--- config.mk ---
export PLATFORM = sky130hd
export DESIGN_NAME = pipe_stage_skid
export DESIGN_NICKNAME = d
export VERILOG_FILES = /design/src/rtl/pipe_stage_skid.sv
export SDC_FILE = /design/constraint.sdc
export NUM_CORES = 1
export LEC_CHECK = 0
export ABC_AREA = 1
export BUFFER_PORTS_ARGS = -buffer_cell sky130_fd_sc_hd__buf_2
export CORE_ASPECT_RATIO = 0.9
export CORE_UTILIZATION = 57
export CTS_BUF_LIST = sky130_fd_sc_hd__clkbuf_4
export DETAILED_ROUTE_END_ITERATION = 7
export PLACE_DENSITY = 0.83
export SLEW_MARGIN = 20
export SYNTH_ARGS = -nofsm -noshare
export SYNTH_HDL_FRONTEND = slang
export SYNTH_SLANG_ARGS = --single-unit
--- constraint.sdc ---
create_clock -name clk -period 1.85 [get_ports clk]
set_input_delay 0.0925 -clock clk [delete_from_list [all_inputs] [get_ports clk]]
set_output_delay 0.0925 -clock clk [all_outputs]
set_load 0.03 [all_outputs]
--- src/rtl/pipe_stage_skid.sv ---
// Generic pipeline stage register with a 2-entry skid buffer carrying an opaque payload and a control bundle.
// Latency: 1 cycle from an accepted input beat to out_valid when the stage is empty.
// Backpressure: in_ready is registered (= no skid entry next cycle), so out_ready never reaches in_ready combinationally.
//
// Ports:
//   clk, rst (synchronous, active-low), flush (synchronous, drops every held beat)
//   in_valid / in_ready / in_data / in_ctrl     : upstream handshake and beat
//   out_valid / out_ready / out_data / out_ctrl : downstream handshake and beat (out_ctrl is 0 on bubbles)
//   occupancy                                   : beats currently held (0..2)
// Optional build macro PIPE_STAGE_STATS_EN adds stall_cnt[15:0] and drop_cnt[7:0], both saturating.

module pipe_stage_skid #(
    parameter int DATA_W = 48,
    parameter int CTRL_W = 13
) (
    input  logic              clk,
    input  logic              rst,
    input  logic              flush,
    input  logic              in_valid,
    output logic              in_ready,
    input  logic [DATA_W-1:0] in_data,
    input  logic [CTRL_W-1:0] in_ctrl,
    output logic              out_valid,
    input  logic              out_ready,
    output logic [DATA_W-1:0] out_data,
    output logic [CTRL_W-1:0] out_ctrl,
    output logic [1:0]        occupancy
`ifdef PIPE_STAGE_STATS_EN
    ,
    output logic [15:0]       stall_cnt,
    output logic [7:0]        drop_cnt
`endif
);

    logic              main_v_q,    main_v_d;
    logic              skid_v_q,    skid_v_d;
    logic [DATA_W-1:0] main_data_q, main_data_d;
    logic [CTRL_W-1:0] main_ctrl_q, main_ctrl_d;
    logic [DATA_W-1:0] skid_data_q, skid_data_d;
    logic [CTRL_W-1:0] skid_ctrl_q, skid_ctrl_d;
    logic              in_ready_q,  in_ready_d;
    logic [1:0]        occ_q,       occ_d;

    logic accept;
    logic rel;

    always_comb begin
        accept      = in_valid && in_ready_q;
        rel         = main_v_q && out_ready;

        main_v_d    = main_v_q;
        skid_v_d    = skid_v_q;
        main_data_d = main_data_q;
        main_ctrl_d = main_ctrl_q;
        skid_data_d = skid_data_q;
        skid_ctrl_d = skid_ctrl_q;

        if (flush) begin
            // A beat released this same cycle was consumed downstream; everything else is dropped.
            main_v_d = 1'b0;
            skid_v_d = 1'b0;
        end else if (!main_v_q) begin
            // EMPTY
            if (accept) begin
                main_v_d    = 1'b1;
                main_data_d = in_data;
                main_ctrl_d = in_ctrl;
            end
        end else if (!skid_v_q) begin
            // ONE
            if (rel && accept) begin
                main_data_d = in_data;
                main_ctrl_d = in_ctrl;
            end else if (rel) begin
                main_v_d = 1'b0;
            end else if (accept) begin
                skid_v_d    = 1'b1;
                skid_data_d = in_data;
                skid_ctrl_d = in_ctrl;
            end
        end else if (rel) begin
            // FULL: in_ready is low here, so only a release can move state.
            main_data_d = skid_data_q;
            main_ctrl_d = skid_ctrl_q;
            skid_v_d    = 1'b0;
        end

        in_ready_d = !skid_v_d;
        occ_d      = {1'b0, main_v_d} + {1'b0, skid_v_d};
    end

    always_ff @(posedge clk) begin
        if (!rst) begin
            main_v_q    <= 1'b0;
            skid_v_q    <= 1'b0;
            main_data_q <= '0;
            main_ctrl_q <= '0;
            skid_data_q <= '0;
            skid_ctrl_q <= '0;
            in_ready_q  <= 1'b0;
            occ_q       <= 2'd0;
        end else begin
            main_v_q    <= main_v_d;
            skid_v_q    <= skid_v_d;
            main_data_q <= main_data_d;
            main_ctrl_q <= main_ctrl_d;
            skid_data_q <= skid_data_d;
            skid_ctrl_q <= skid_ctrl_d;
            in_ready_q  <= in_ready_d;
            occ_q       <= occ_d;
        end
    end

    assign in_ready  = in_ready_q;
    assign out_valid = main_v_q;
    assign out_data  = main_data_q;
    // Bubbles present a NOP control word regardless of what main_ctrl_q still holds.
    assign out_ctrl  = main_ctrl_q & {CTRL_W{main_v_q}};
    assign occupancy = occ_q;

`ifdef PIPE_STAGE_STATS_EN
    logic [15:0] stall_cnt_q, stall_cnt_d;
    logic [7:0]  drop_cnt_q,  drop_cnt_d;
    logic [2:0]  n_drop;
    logic [8:0]  drop_sum;

    always_comb begin
        stall_cnt_d = stall_cnt_q;
        if (main_v_q && !out_ready && (stall_cnt_q != 16'hFFFF)) begin
            stall_cnt_d = stall_cnt_q + 16'd1;
        end

        // Held beats plus an input accepted in the flush cycle, minus one released downstream.
        n_drop   = {2'b00, main_v_q} + {2'b00, skid_v_q} + {2'b00, accept} - {2'b00, rel};
        drop_sum = {1'b0, drop_cnt_q} + {6'b0, n_drop};
        drop_cnt_d = drop_cnt_q;
        if (flush) begin
            drop_cnt_d = drop_sum[8] ? 8'hFF : drop_sum[7:0];
        end
    end

    always_ff @(posedge clk) begin
        if (!rst) begin
            stall_cnt_q <= '0;
            drop_cnt_q  <= '0;
        end else begin
            stall_cnt_q <= stall_cnt_d;
            drop_cnt_q  <= drop_cnt_d;
        end
    end

    assign stall_cnt = stall_cnt_q;
    assign drop_cnt  = drop_cnt_q;
`else
    // Statistics counters are not built in this configuration.
`endif

endmodule
==> impl_metrics.py, run 1 <==
metrics = {
    "logic_synthesis": {
        "netlist_instances": 1046,
        "ys.warnings.count": 0,
        "mappedNetlistArea_um2": 6248,
        "post_synth_main_area_contributors": "dfxtp_1, nand2_1, nor2_1",
        "synth-seq-cells": 127,
        "syn_nets": 1113,
        "netlist-cell-type-count": 16,
        "synth_area_per_cell_um2": 5.974,
        "synth-seq-area-share": 0.4069,
        "yosysTopAreaCell": "dfxtp_1",
        "synthDominantCellAreaShare": 0.4069,
    },
    "route": {
        "detail_route.wl_per_cell_um": 11.91,
        "average_vias_per_placed_instance": 4.867,
        "routed_via_count": 6619,
        "wl_um": 16190,
        "drtPass1Iterations": 7,
        "final_antenna_net_count": 0,
        "route.detailed.drc": 0,
        "drtIter0Drc": 472,
    },
    "global_routing": {
        "globalRouteOverflowTotal": 0,
        "wire_length_of_the_first_global_routing_pass_um": 26980,
        "grt_pass1_vias": 5830,
        "grt_antenna_before_repair": 0,
        "grt_start_max_net_pins": 65,
        "grt_util_all_layers": 0.2975,
    },
    "power": {
        "power_dens_cells_nw_per_um2": 718.0,
        "power_leakage_nw": 4.415,
        "peakVddDrop_v": 0.0006763,
    },
    "clock_tree": {
        "cts.sinks": 127,
        "insertion_delay_ns": 0.53,
        "clockRootBuffer": "clkbuf_4",
        "clkSlewWorstSetupHoldPaths_ns": 0.11,
        "cts_tree": "built",
        "numCtsBuffers": 17,
        "clockBufferDepth": 2,
        "clock_tree.htree_level_count": 4,
    },
    "final_layout": {
        "final_cells": 1360,
        "count_of_inserted_antenna_diode_cells": 0,
        "nNetsFinal": 1285,
        "drive_gt1_frac": 0.1568,
        "utilization_after_layout": 0.7604,
        "layout-area-overhead-vs-synth_pct": 27.37,
    },
    "job": {
        "timing.max_cap.violations": 0,
    },
    "floorplanning": {
        "row_count": 35,
        "die_w_um": 112.4,
        "ioPinCount": 131,
        "core_area_um2": 10470,
        "die_area_um2": 11390,
        "initial_utilization": 0.5970,
        "die_h_um": 101.3,
    },
    "critical_path": {
        "cp_max_fo": 31,
        "crit_required_ns": 1.76,
        "timing.critical_path.slowest_cell_delay_ns": 0.35,
        "setup.reg_to_reg.worst_slack_ns": 0.09,
        "critical_path_class": "flip-flop to primary output",
        "critPathSlowestCell": "dfxtp_2",
        "arrival_ns": 1.70,
        "setup.worst_path.start_class": "flip-flop",
        "timing.critical_path.cells": "buf_6, buf_12, nand2_1, inv_1, buf_2",
        "critPathCaptureType": "primary output",
    },
    "timing": {
        "fin_setup_tns_ns": 0,
        "timing.final.crit_period_ns": 1.789,
        "final_hold_viol_count": 0,
        "worst_slew_margin_rel": 0.6057,
        "setup-violations-final": 0,
        "rsz0062_at_grt": "true",
        "slew_at_the_pin_with_the_worst_max_slew_slack_ns": 0.5900,
        "timing.clock.skew_ns": 0.01276,
        "drv_slew": 0,
        "maxClockFrequency_mhz": 558.9,
        "final.period_utilization": 0.9671,
    },
    "worst_hold_path": {
        "worst_hold_path_type": "input pin to flip-flop",
    },
    "run_status": {
        "outcome": "finished clean",
    },
    "placed_design": {
        "placed_cells_incl_taps": 1261,
        "gpl.final_weighted_congestion": 0.7798,
        "numPortBuffers": 130,
        "post-dp-hpwl_um": 8987,
    },
}
## final cells by class
class	count	area, µm²
clock buffers	17	127.6
clock inverters	15	147.6
fillers	822	2507
inverters	145	544.3
multi-input cells	708	2867
flip-flops and latches	127	2545
well taps	129	161.4
repair buffers	219	1567
## repair_timing
item                                    CTS  global route
cloned                                    1             0
setup buffers                             0             3
hold endpoints to repair                121             0
hold buffers                             63             0
resized for setup                         5             9
pin swaps                                 1             1
endpoints found under the setup margin   42            71
## flip-flops by register name (all words and copies together), names as in the netlist
signal       count
out_data        48
skid_data_q     48
main_ctrl_q     13
skid_ctrl_q     13
occupancy        2
in_ready         1
out_valid        1
skid_v_q         1
## synth_stat cells
library cell / number
clkbuf_1: 12
nor2_2: 1
buf_2: 34
nand3_1: 123
inv_1: 144
inv_2: 1
buf_4: 9
nor3_2: 1
nor2_1: 249
a21oi_1: 1
dfxtp_1: 127
ha_1: 1
nand4_1: 1
nand2_1: 329
buf_1: 12
a21oi_2: 1
## critical path, delay by kind of cell (launching register included)
kind	cells	cell delay (ns)
buffers and inverters	4	0.71
flip-flops	1	0.35
AND/OR/NAND/NOR	1	0.08
## per-stage QoR
stage	instance area [µm²]	power [W]	hold slack (ns)	worst slack (ns)
floorplan	6248	0.003514	0.2852	0.1418
detailed placement	6969	0.003783	0.4074	-0.1132
finish	7959	0.005715	0.05279	0.06086
global route	7959	0.006001	0.04744	-0.002373
CTS	7900	0.005732	0.0004850	0.008346
global placement	6969	0.003770	0.4012	-0.02047
## kinds of logic (layout without fill, tap and decap cells)
group,after synthesis,in the layout,synth area share
buf+inv,212,396,0.1396
flops,127,127,0.4069
compound gates,2,2,0.002202
fa+ha+maj,1,1,0.002002
simple gates,704,705,0.4493
## metal layers
metal  vias to the layer above  global-route usage  routed length (µm)
met5                         -                   0                   0
met4                         0              0.1221                 311
met3                        28             0.06224                1103
met2                       259              0.4840                7473
met1                      2900              0.3895                7304
li1                       3432                   -                   -
## placed cells by master, fill, tap and decap left out, types with 2 or more instances in the layout
cell type	n
clkinv_4	3
bufinv_16	2
buf_2	129
inv_1	144
clkbuf_4	17
nand2_1	328
nor2_4	2
dfxtp_2	2
dlygate4sd3_1	63
dfxtp_1	125
buf_6	3
buf_4	17
nor2_1	249
nand3_1	123
buf_12	5
clkinvlp_4	6
clkinv_1	3
## path summary, 6_finish.rpt
check,start,endpoint,depth (start not counted)
setup / recovery,out_valid$_SDFF_PN0_,out_ctrl[8],5
hold / removal,flush,in_ready$_SDFF_PN0_,5
setup reg to reg,out_valid$_SDFF_PN0_,skid_ctrl_q[7]$_SDFFE_PN0P_,7
hold reg to reg,out_data[7]$_SDFFE_PN0P_,out_data[7]$_SDFFE_PN0P_,2
## where the power goes
part,switching (W),internal (W),leakage [nW]
Sequential,0.0000507,0.00284,1.03
Combinational,0.000595,0.000383,3.25
Clock,0.00106,0.000786,0.128
Total,0.00171,0.00401,4.42
No activity file was read; power rests on OpenSTA's default activity.
==> run 2: changes to the inputs <==
clock period = 2 ns   (was 1.85 ns; I/O delays follow)
==> run 2 against run 1 <==
  * Hold slack got worse by 0.014 ns
  * Setup slack improved by 0.18 ns
  * Final area fell by 1.6%
  * Sequential share of layout area rose by 0.52 points
  * Clock power fell by 10%
  * Largest cell class unchanged
  * Via count fell by 1.6%
  * Clock skew rose by 0.0048 ns
  * First-iteration DRC count fell by 16%
==> impl_metrics.py, run 2 (synthesis gave the netlist of run 1 again) <==
metrics = {
    "power": {
        "combinationalPowerShare": 0.169,
        "switching_share_of_total_power": 0.2870,
        "internal_power_w": 0.003713,
        "power_dens_cells_nw_per_um2": 664.9,
        "peakVddDrop_v": 0.0005386,
        "power.switching_w": 0.001494,
        "clock_power_share": 0.318,
        "power.share.sequential": 0.513,
        "power_leakage_nw": 4.374,
    },
    "timing": {
        "drv_slew": 0,
        "timing.clock.skew_ns": 0.01756,
        "setup-violations-final": 0,
        "final_hold_viol_count": 0,
        "rsz0062_at_grt": "false",
        "worst_hold_margin_ns": 0.03909,
        "slew_at_the_pin_with_the_worst_max_slew_slack_ns": 0.5561,
        "final.period_utilization": 0.8772,
        "fin_setup_tns_ns": 0,
        "worst_slew_margin_rel": 0.6293,
        "maxClockFrequency_mhz": 570.0,
        "timing.final.crit_period_ns": 1.754,
    },
    "clock_tree": {
        "clockBufferDepth": 2,
        "clockRootBuffer": "clkbuf_4",
        "cts_tree": "built",
        "clock_tree.htree_level_count": 4,
        "insertion_delay_ns": 0.54,
        "cts.sinks": 127,
        "postCtsSetupBuffers": 0,
        "clkSlewWorstSetupHoldPaths_ns": 0.11,
        "numCtsBuffers": 17,
    },
    "critical_path": {
        "reg2reg_depth": 9,
        "crit_required_ns": 1.90,
        "arrival_ns": 1.65,
        "rr_endpoint": "out_data[7]$_SDFFE_PN0P_",
        "critPathCaptureType": "primary output",
        "setup.worst_path.start_class": "flip-flop",
        "critical_path_class": "flip-flop to primary output",
        "worstReg2RegStart": "out_valid$_SDFF_PN0_",
        "cp_max_fo": 35,
        "setup.reg_to_reg.worst_slack_ns": 0.42,
    },
    "route": {
        "detail_route.wl_per_cell_um": 11.94,
        "wl_met1_um": 7313,
        "average_vias_per_placed_instance": 4.829,
        "wl_um": 16090,
        "route.detailed.drc": 0,
        "final_antenna_net_count": 0,
        "highest-signal-layer": "met4",
        "routed-wl-met2_um": 7439,
        "drtPass1Iterations": 5,
        "routed_via_count": 6510,
        "drtIter0Drc": 397,
        "routed-wl-met3_um": 1065,
    },
    "final_layout": {
        "fillers": 877,
        "mostFrequentLayoutCell": "nand2_1",
        "drive_gt1_frac": 0.1477,
        "final_cells": 1348,
        "layout-area-overhead-vs-synth_pct": 25.33,
        "nNetsFinal": 1274,
        "utilization_after_layout": 0.7482,
        "count_of_inserted_antenna_diode_cells": 0,
        "mostFrequentLayoutCells": "nand2_1, nor2_1, inv_1",
    },
    "global_routing": {
        "grt_start_max_net_pins": 71,
        "grt_pass1_vias": 5846,
        "grt_util_all_layers": 0.2927,
        "wire_length_of_the_first_global_routing_pass_um": 26700,
        "grt_antenna_before_repair": 0,
        "globalRouteOverflowTotal": 0,
    },
    "worst_hold_path": {
        "min_path_cells": 3,
        "hold_path_startpoint": "rst",
        "worst_hold_path.endpoint": "out_data[8]$_SDFFE_PN0P_",
        "worst_hold_path_type": "input pin to flip-flop",
    },
    "placed_design": {
        "post-dp-hpwl_um": 9206,
        "numPortBuffers": 130,
        "gpl.final_weighted_congestion": 0.8344,
        "placed_cells_incl_taps": 1255,
    },
    "job": {
        "timing.max_cap.violations": 0,
    },
    "floorplanning": {
        "ioPinCount": 131,
        "core_area_um2": 10470,
        "initial_utilization": 0.5970,
        "die_area_um2": 11390,
        "die_h_um": 101.3,
        "die_w_um": 112.4,
        "row_count": 35,
    },
    "run_status": {
        "outcome": "finished clean",
    },
}
## run 2: changes by cell type in the layout (fill, tap and decap cells not counted), sizes merged
cell / change
clkinv: +2
clkinvlp: -6
dlygate4sd3: -1
nor2: -1
clkbuf: +2
buf: -8
## run 2: worst max-delay path: stages (launching register included)
cell and delay (ns):
dfxtp_2 0.38, buf_4 0.36, nand2_1 0.14, inv_1 0.06, buf_2 0.18
## run 2: per-layer routing
metal | vias up | track usage
met4 | 0 | 0.1056
met3 | 28 | 0.06463
li1 | 3401 | -
met1 | 2837 | 0.3748
met5 | - | 0
met2 | 244 | 0.4907
## run 2: stage by stage
step	total power [W]	setup WS [ns]	cell area [µm²]
finish	0.005207	0.2456	7831
detailed placement	0.003499	0.4883	6962
global placement	0.003485	0.5303	6962
CTS	0.005213	0.2183	7831
global route	0.005458	0.1459	7831
floorplan	0.003251	0.2918	6248
## run 2: power by group through the flow
| stage | clock network (W) | registers, W | logic, W |
|---|---|---|---|
| after floorplan | 0 | 0.00286 | 0.000394 |
| after global placement | 0 | 0.00272 | 0.000761 |
| after detailed placement | 0 | 0.00273 | 0.000771 |
| after CTS | 0.00168 | 0.00267 | 0.000866 |
| after global routing | 0.00180 | 0.00268 | 0.000974 |
| final | 0.00166 | 0.00267 | 0.000880 |
## run 2: layout make-up
| cell class | instances | area (µm²) | share of cell area |
|---|---|---|---|
| clock buffers | 20 | 150.1 | 0.01917 |
| clock inverters | 11 | 98.84 | 0.01262 |
| inverters | 145 | 544.3 | 0.06950 |
| multi-input cells | 707 | 2855 | 0.3646 |
| flip-flops and latches | 127 | 2545 | 0.3250 |
| well taps | 129 | 161.4 | 0.02061 |
| repair buffers | 209 | 1476 | 0.1885 |
## run 2: worst max-delay path by stage
stage | from | to | slack (ns)
floorplan | out_valid$_SDFF_PN0_ | occupancy[0]$_SDFF_PN0_ | 0.29
global placement | out_valid$_SDFF_PN0_ | out_data[39]$_SDFFE_PN0P_ | 0.53
CTS | out_valid$_SDFF_PN0_ | out_ctrl[8] | 0.22
finish | out_valid$_SDFF_PN0_ | out_ctrl[8] | 0.25
global route | out_valid$_SDFF_PN0_ | out_ctrl[8] | 0.15
detailed placement | out_valid$_SDFF_PN0_ | main_ctrl_q[0]$_SDFFE_PN0P_ | 0.49
## run 2: what timing repair did
action / in CTS / in global routing
hold endpoints to repair: 114 / 0
gates resized for setup: 0 / 0
setup endpoints to repair: 0 / 0
hold buffers: 62 / 0
